**config.mk**
```make
export PLATFORM = sky130hd
export DESIGN_NAME = cpu_bus_arb
export DESIGN_NICKNAME = d
export VERILOG_FILES = /design/src/rtl/cpu_bus_arb.sv
export SDC_FILE = /design/constraint.sdc
export NUM_CORES = 1
export LEC_CHECK = 0
export CAP_MARGIN = 0
export CORE_ASPECT_RATIO = 1.5
export CORE_MARGIN = 5
export CORE_UTILIZATION = 44
export CTS_CLUSTER_SIZE = 12
export DETAILED_ROUTE_END_ITERATION = 10
export PLACE_DENSITY = 0.91
export SLEW_MARGIN = 10
export SYNTH_ARGS = -nofsm -noshare
export SYNTH_HDL_FRONTEND = slang
export SYNTH_SLANG_ARGS = --single-unit
```
**constraint.sdc**
```tcl
create_clock -name clk -period 2 [get_ports clk]
set_input_delay 0.3 -clock clk [delete_from_list [all_inputs] [get_ports clk]]
set_output_delay 0.3 -clock clk [all_outputs]
set_load 0.05 [all_outputs]
```
**src/rtl/cpu_bus_arb.sv**
```systemverilog
`default_nettype none
// ============================================================================
// Module      : cpu_bus_arb
// Description : Two-port (instruction / data) to single system bus arbiter.
//               Each CPU port owns one pending-request register; a three-state
//               FSM (IDLE / ISSUE / WAIT) forwards one request at a time to the
//               system bus and returns a registered completion pulse to the
//               requesting port.
//               Build option: define CPU_BUS_ARB_RR_EN for round-robin
//               arbitration; otherwise the D-port wins every tie.
// Revision    : 1.0 - initial release
// ============================================================================

package cpu_bus_arb_pkg;
    localparam int CPU_ADDR_WIDTH = 32;
    localparam int CPU_DATA_WIDTH = 32;
    localparam int CPU_BEN_WIDTH  = 4;
endpackage

module cpu_bus_arb
    import cpu_bus_arb_pkg::*;
(
    input  logic                      clk,
    input  logic                      nrst,

    // Instruction port (read only)
    input  logic [CPU_ADDR_WIDTH-1:0] i_IAddr,
    input  logic                      i_IRdC,
    output logic [CPU_DATA_WIDTH-1:0] o_IData,
    output logic                      o_IRdy,
    output logic                      o_IErr,

    // Data port (read / write)
    input  logic [CPU_ADDR_WIDTH-1:0] i_DAddr,
    input  logic                      i_DCmd,
    input  logic                      i_DRnW,
    input  logic [CPU_BEN_WIDTH-1:0]  i_DBen,
    input  logic [CPU_DATA_WIDTH-1:0] i_DData,
    output logic [CPU_DATA_WIDTH-1:0] o_DData,
    output logic                      o_DRdy,
    output logic                      o_DErr,

    // System bus master
    output logic [CPU_ADDR_WIDTH-1:0] o_MAddr,
    output logic                      o_MCmd,
    output logic                      o_MRnW,
    output logic [CPU_BEN_WIDTH-1:0]  o_MBen,
    output logic [CPU_DATA_WIDTH-1:0] o_MData,
    input  logic [CPU_DATA_WIDTH-1:0] i_MData,
    input  logic                      i_MRdy,
    input  logic                      i_MErr
);

    // ------------------------------------------------------------------------
    // State encoding
    // ------------------------------------------------------------------------
    typedef enum logic [1:0] {
        S_IDLE  = 2'd0,
        S_ISSUE = 2'd1,
        S_WAIT  = 2'd2
    } state_t;

    localparam logic [CPU_BEN_WIDTH-1:0] c_BEN_ALL = {CPU_BEN_WIDTH{1'b1}};

    state_t                      r_state;
    state_t                      w_state_nxt;

    // Pending-request registers: the pending flag stays set while the request
    // is in flight, so a second command on the same port is dropped.
    logic                        r_ipend;
    logic [CPU_ADDR_WIDTH-1:0]   r_iaddr;
    logic                        r_dpend;
    logic [CPU_ADDR_WIDTH-1:0]   r_daddr;
    logic                        r_drnw;
    logic [CPU_BEN_WIDTH-1:0]    r_dben;
    logic [CPU_DATA_WIDTH-1:0]   r_dwdata;

    // Grant: 1 = D-port owns the bus, 0 = I-port
    logic                        r_gnt_d;
    logic                        w_pick_d;
    logic                        w_load_gnt;
    logic                        w_done;

    // Registered port responses
    logic                        r_irdy;
    logic                        r_ierr;
    logic [CPU_DATA_WIDTH-1:0]   r_irdata;
    logic                        r_drdy;
    logic                        r_derr;
    logic [CPU_DATA_WIDTH-1:0]   r_drdata;

    // Fields of the granted request
    logic [CPU_ADDR_WIDTH-1:0]   w_gaddr;
    logic                        w_grnw;
    logic [CPU_BEN_WIDTH-1:0]    w_gben;
    logic [CPU_DATA_WIDTH-1:0]   w_gdata;

    // ------------------------------------------------------------------------
    // Arbitration
    // ------------------------------------------------------------------------
`ifdef CPU_BUS_ARB_RR_EN
    // 1 = D-port was served last; reset value 0 lets the D-port win first tie
    logic r_last_d;

    // Round-robin pick: on a tie the port not served last wins
    always_comb begin
        w_pick_d = r_dpend & (~r_ipend | ~r_last_d);
    end

    // Remember which port was granted most recently
    always_ff @(posedge clk or negedge nrst) begin
        if (!nrst) begin
            r_last_d <= 1'b0;
        end else if (w_load_gnt) begin
            r_last_d <= w_pick_d;
        end
    end
`else
    // Fixed priority pick: the D-port always wins a tie
    always_comb begin
        w_pick_d = r_dpend;
    end
`endif

    // Select the granted request's fields; I-port is always a full-word read
    always_comb begin
        if (r_gnt_d) begin
            w_gaddr = r_daddr;
            w_grnw  = r_drnw;
            w_gben  = r_dben;
            w_gdata = r_dwdata;
        end else begin
            w_gaddr = r_iaddr;
            w_grnw  = 1'b1;
            w_gben  = c_BEN_ALL;
            w_gdata = '0;
        end
    end

    // ------------------------------------------------------------------------
    // FSM
    // ------------------------------------------------------------------------
    // State register
    always_ff @(posedge clk or negedge nrst) begin
        if (!nrst) begin
            r_state <= S_IDLE;
        end else begin
            r_state <= w_state_nxt;
        end
    end

    // Next state and system bus outputs; bus fields are zero outside ISSUE/WAIT
    always_comb begin
        w_state_nxt = S_IDLE;
        w_load_gnt  = 1'b0;
        w_done      = 1'b0;
        o_MCmd      = 1'b0;
        o_MAddr     = '0;
        o_MRnW      = 1'b0;
        o_MBen      = '0;
        o_MData     = '0;
        case (r_state)
            S_IDLE: begin
                if (r_ipend || r_dpend) begin
                    w_state_nxt = S_ISSUE;
                    w_load_gnt  = 1'b1;
                end else begin
                    w_state_nxt = S_IDLE;
                end
            end
            S_ISSUE: begin
                w_state_nxt = S_WAIT;
                o_MCmd      = 1'b1;
                o_MAddr     = w_gaddr;
                o_MRnW      = w_grnw;
                o_MBen      = w_gben;
                o_MData     = w_gdata;
            end
            S_WAIT: begin
                o_MAddr = w_gaddr;
                o_MRnW  = w_grnw;
                o_MBen  = w_gben;
                o_MData = w_gdata;
                if (i_MRdy || i_MErr) begin
                    w_state_nxt = S_IDLE;
                    w_done      = 1'b1;
                end else begin
                    w_state_nxt = S_WAIT;
                end
            end
            default: begin
                w_state_nxt = S_IDLE;
            end
        endcase
    end

    // Latch the grant when leaving IDLE so it is stable through the transfer
    always_ff @(posedge clk or negedge nrst) begin
        if (!nrst) begin
            r_gnt_d <= 1'b0;
        end else if (w_load_gnt) begin
            r_gnt_d <= w_pick_d;
        end
    end

    // ------------------------------------------------------------------------
    // Pending-request capture
    // ------------------------------------------------------------------------
    // I-port request: capture on command when free, release on completion
    always_ff @(posedge clk or negedge nrst) begin
        if (!nrst) begin
            r_ipend <= 1'b0;
            r_iaddr <= '0;
        end else if (w_done && !r_gnt_d) begin
            r_ipend <= 1'b0;
        end else if (i_IRdC && !r_ipend) begin
            r_ipend <= 1'b1;
            r_iaddr <= i_IAddr;
        end
    end

    // D-port request: capture on command when free, release on completion
    always_ff @(posedge clk or negedge nrst) begin
        if (!nrst) begin
            r_dpend  <= 1'b0;
            r_daddr  <= '0;
            r_drnw   <= 1'b0;
            r_dben   <= '0;
            r_dwdata <= '0;
        end else if (w_done && r_gnt_d) begin
            r_dpend <= 1'b0;
        end else if (i_DCmd && !r_dpend) begin
            r_dpend  <= 1'b1;
            r_daddr  <= i_DAddr;
            r_drnw   <= i_DRnW;
            r_dben   <= i_DBen;
            r_dwdata <= i_DData;
        end
    end

    // ------------------------------------------------------------------------
    // Port responses
    // ------------------------------------------------------------------------
    // One-cycle registered completion; error beats ready, data only on reads
    always_ff @(posedge clk or negedge nrst) begin
        if (!nrst) begin
            r_irdy   <= 1'b0;
            r_ierr   <= 1'b0;
            r_irdata <= '0;
            r_drdy   <= 1'b0;
            r_derr   <= 1'b0;
            r_drdata <= '0;
        end else begin
            r_irdy   <= 1'b0;
            r_ierr   <= 1'b0;
            r_irdata <= '0;
            r_drdy   <= 1'b0;
            r_derr   <= 1'b0;
            r_drdata <= '0;
            if (w_done) begin
                if (r_gnt_d) begin
                    if (i_MErr) begin
                        r_derr <= 1'b1;
                    end else begin
                        r_drdy   <= 1'b1;
                        r_drdata <= r_drnw ? i_MData : '0;
                    end
                end else begin
                    if (i_MErr) begin
                        r_ierr <= 1'b1;
                    end else begin
                        r_irdy   <= 1'b1;
                        r_irdata <= i_MData;
                    end
                end
            end
        end
    end

    assign o_IRdy  = r_irdy;
    assign o_IErr  = r_ierr;
    assign o_IData = r_irdata;
    assign o_DRdy  = r_drdy;
    assign o_DErr  = r_derr;
    assign o_DData = r_drdata;

endmodule

`default_nettype wire

```
# [Word-level counts from Yosys, hierarchy flattened]
# Index checks and enable logic that the tools add are counted.
# W data, S select, Z words.
[word_totals] wordCells=71 out_inout_bits=138 inputBits=139 reg_bits=174
[classes] muxes=37 eq_ne=2 bitwise_logic=2 reduce_logical=15
[ops] op="$mux W32" n=11
[ops] op="$mux W1" n=22
[ops] op="$mux W4" n=2
[ops] op="$pmux W2 S3" n=1
[ops] op="$logic_and A1 B1 Y1" n=4
[ops] op="$reduce_and A2 Y1" n=2
[ops] op="$reduce_bool A2 Y1" n=2
[ops] op="$logic_not A1 Y1" n=3
[ops] op="$eq A2 B1 Y1 const B" n=1
[ops] op="$eq A2 B2 Y1 const B" n=1
[ops] op="$logic_not A2 Y1" n=1
[ops] op="$logic_or A1 B1 Y1" n=2
[ops] op="$mux W2" n=1
[ops] op="$not A1 Y1" n=2
[ops] op="$reduce_or A2 Y1" n=1

# [Depth between registers and ports, before layout]
[logic_depth] ltp_word=6 depth_mapped=7 mapped_depth_nobuf=5

# [Worst setup path before layout]
# Ideal clock, no wire load.
[synth_timing] path_type="reg2out" from="register r_state[0]" to="output o_MBen[0]" arrival_ns=2.155 setup_slack_ns=-0.455 stages_incl_launch_ff=5 cell_sequence="dfrtp_1 > inv_1 > ha_1 > clkbuf_1 > a21boi_0"
[synth_between] elab_chain_len=3 elab_cells_between_ends=4 cone_classes="eq/ne: 2; mux: 1; reduce/logical: 1"
[synth_lines] element="start: declaration" line="65" text="state_t r_state;"
[synth_lines] element="start signal: assignment" line="148" text="r_state <= w_state_nxt;"
[synth_lines] element="$eq A2 B2 Y1 or $eq A2 B1 Y1 (tied branches)" line="162" text="case (r_state)"
[synth_lines] element="$reduce_or A2 Y1 (no source line) (*)"
[synth_lines] element="$mux W4 (*)" line="162"
[synth_lines] element="end: declaration" line="47" text="output logic [CPU_BEN_WIDTH-1:0] o_MBen,"
# Every way passes the cells marked *; elsewhere a longest branch is shown, timed or not.

# [Worst setup path in the final report]
[layout_timing] from="register r_state[0]" to="output o_MData[11]"
[layout_between] elab_chain_len=3 elab_cells_between_ends=4 cone_classes="eq/ne: 2; mux: 1; reduce/logical: 1"
[layout_lines] element="$eq A2 B2 Y1 or $eq A2 B1 Y1 (tied branches)" line="162"
[layout_lines] element="$reduce_or A2 Y1 (no source line) (*)"
[layout_lines] element="$mux W32 (*)" line="162"
[layout_lines] element="end: declaration" line="48" text="output logic [CPU_DATA_WIDTH-1:0] o_MData,"
# Marked as above.

==> impl_metrics.json <==
{
  "status": "finished, violations left",
  "violations": "setup timing",
  "place_congestion": 0.849,
  "busiest_layer": "met2",
  "numPortBuffers": 276,
  "fp.dieArea_mm2": 0.0188,
  "pwr-share-comb_pct": 64.1,
  "fmax_mhz": 468,
  "grt_max_degree": 58,
  "clk_pin_slew_ns": 0.07,
  "ys_types": 28,
  "antenna_found_initial": 0,
  "power_frac_seq_pct": 22.5,
  "synth-compound-area-share_pct": 1.33,
  "finalWirelength_um": 24900,
  "grt_usage_pct": 25.9,
  "grtUsageMet3_pct": 7.73,
  "slowest_delay_ns": 0.38,
  "ys_ff_latch": 174,
  "synth_area_mm2": 0.00707,
  "hold_slack_ns": 0.380,
  "cts_tree": "built",
  "synth_top_family_by_area": "multiplexers",
  "cts.sinks": 174,
  "grt_setup_unrepaired": "true",
  "critical_path.cell_chain": "inv_2 -> ha_4 -> buf_8 -> clkbuf_16 -> and3_4 -> buf_12",
  "drt_first_iter_violations": 166,
  "synthAdderAreaFrac_pct": 0.708,
  "io_pins": 277,
  "rr_endpoint": "r_iaddr[30]",
  "synthMuxAreaShare_pct": 21.2,
  "maxSlewHeadroom_pct": 61.7,
  "insertion_delay_ns": 0.42,
  "pre_cts_slack_ns": -0.00224,
  "synth_warnings": 0,
  "r2r_setup_slack_ns": -0.02,
  "grt_pass1_vias": 6336,
  "cpLargestDelayFamily": "buffers and inverters",
  "tns_ns": -6.06,
  "slew_violations": 0,
  "synth_area_leaders": "dfrtp_1, mux2_2, and3_1, mux2i_1, nor2b_1",
  "worstPathRequired_ns": 1.70,
  "cts-root-buf": "clkbuf_16",
  "drtAntennaViolNets": 0,
  "async_flop_share_pct": 100,
  "critPathSlowestCell": "dfrtp_1",
  "netSwitchingFraction_pct": 40.3,
  "grt_pass1_wl_um": 36300,
  "grt_use_met1_pct": 28.1,
  "p_sw_mw": 9.81,
  "syn_inst": 504,
  "criticalPathCategory": "register to primary output",
  "timing.max_cap.violations": 0,
  "cp_num_buf_inv": 4,
  "ys_seq_area_share_pct": 61.6,
  "timing.final.crit_period_ns": 2.14,
  "place_inst": 967,
  "fin_cells": 1025,
  "ir_drop_v": 0.00129,
  "internal_power_mw": 14.5,
  "clock_power_share_pct": 13.5,
  "cp-start-kind": "register",
  "synthXorXnorAreaFrac_pct": 0,
  "die_x_um": 113,
  "r2r_start": "r_state[0]",
  "powerDensity_mw_per_mm2": 1950,
  "grt_remaining_overflow": 0,
  "finalSetupViolCount": 84,
  "synth_ff_type": "dfrtp_1",
  "setup_slack_ns": -0.136,
  "layout-drive-gt1-share_pct": 41.6,
  "synth.largest_area_cell": "dfrtp_1",
  "p_leak_nw": 5.70,
  "htree_levels": 4,
  "synth_top_area_share_pct": 61.6,
  "fp-row-count": 56,
  "hold_viol": 0,
  "hp-class": "input pin to asynchronous set/reset pin",
  "r2r.worst_path.cells": 8,
  "fin_skew_ns": 0.00881,
  "finalCritPeriodShare_pct": 107,
  "firstDrtPassIters": 4,
  "synth_commonest_cells": "dfrtp_1, mux2_2, and3_1, nor2b_1",
  "hpwl_um": 16200,
  "yosys.area_share.simple_pct": 12.4,
  "cp_max_fo": 5,
  "wl_per_cell_um": 24.3,
  "vias": 5422,
  "drc_errors": 0,
  "viasPerCell": 5.29,
  "cts_buffers": 17,
  "worstPathArrival_ns": 1.84,
  "tightest_slew_ns": 0.573,
  "synth_nets": 647,
  "core_mm2": 0.0157,
  "avgSynthCellArea_um2": 14.0,
  "cts_buffer_depth": 2,
  "synth_most_common_cell": "dfrtp_1",
  "synth_edf_count": 0,
  "areaGrowthSynthToFinish_pct": 76.5,
  "grt_use_met2_pct": 44.8,
  "endpoint_kind": "primary output",
  "n_antenna_cell": 0,
  "die_h_um": 165,
  "fin_nets": 952,
  "start_util_pct": 45.0
}
## state kept, by name, summed over array words and instances (netlist names), 2 cells and up
register and flops:
r_dben 4, o_DData 32, r_dwdata 32, r_daddr 32, o_IData 32, r_iaddr 32, r_state 2
## layout by cell type, fill, tap and decap left out, types with 2 or more instances in the layout
cell	synthesis	routed
ha_4	0	2
a21boi_4	0	5
inv_2	0	2
inv_8	0	6
dfrtp_1	174	173
clkinvlp_4	0	2
mux2i_1	32	16
nor2b_4	0	32
clkbuf_16	0	24
buf_6	2	5
ha_1	4	2
inv_6	0	2
clkdlybuf4s50_1	0	204
and3_1	65	33
and2_1	32	32
mux2i_2	0	14
mux2_2	90	90
nor2_1	3	3
buf_12	0	81
mux2_4	10	10
mux2i_4	0	2
nand2_1	2	2
and3_4	0	32
clkinv_8	0	2
buf_4	5	17
inv_1	7	5
buf_16	0	4
## cell type report
cell class	instances	area, µm²
Timing Repair Buffer	320	4160
Clock inverter	14	146
Tap cell	203	254
Inverter	7	26.3
Multi-Input combinational cell	289	3100
Clock buffer	18	439
Fill cell	829	3220
Sequential cell	174	4360
## routing by layer
| layer | part of all wire (%) | vias to the layer above | wire, µm |
|---|---|---|---|
| met5 | 0 | - | 0 |
| met2 | 53 | 265 | 13200 |
| met3 | 7.2 | 69 | 1810 |
| met1 | 35 | 2740 | 8630 |
| li1 | - | 2348 | - |
| met4 | 5.1 | 0 | 1270 |
## power by group through the flow
stage                     Clock [mW]  Sequential [mW]  Combinational (mW)
after floorplan                    0             5.27                6.66
after global placement             0             5.33                12.0
after detailed placement           0             5.45                12.3
after CTS                       3.31             5.39                14.9
after global routing            3.50             5.55                16.1
final                           3.27             5.46                15.6
## per-stage QoR
stage,power (mW),cell area [µm²],util [%]
floorplan,11.9,7160,-
global placement,17.4,11000,69.8
detailed placement,17.8,11000,69.8
CTS,23.6,12200,78.0
global route,25.2,12500,79.5
finish,24.3,12500,79.5
## how the worst max path moves through the flow
stage / to / slack, ns / from / cells after the start
2_1_floorplan: o_MBen[0] / -0.09 / r_state[0] / 4
3_3_place_gp: r_iaddr[1] / 0.04 / i_MRdy / 5
3_5_place_dp: r_iaddr[17] / -0.002 / i_MRdy / 5
4_1_cts: o_MAddr[19] / -0.14 / r_state[0] / 7
5_1_grt: o_MData[11] / -0.19 / r_state[0] / 6
6_report: o_MData[11] / -0.14 / r_state[0] / 6
## what timing repair did
action,4_1_cts,5_1_grt
pin swaps,2,4
endpoints found under the setup margin,99,80
endpoints found under the hold margin,43,0
cloned,5,8
hold buffers,1,0
resized for setup,98,11
buffers inserted,10,3
## cells by family after synthesis
group	count (synthesis)
AO/OA/AOI/OAI	12
AND/OR/NAND/NOR	140
buffers and inverters	41
multiplexers	133
flip-flops	174
adder cells (fa/ha/maj)	4
No activity file was read; power rests on OpenSTA's default activity.
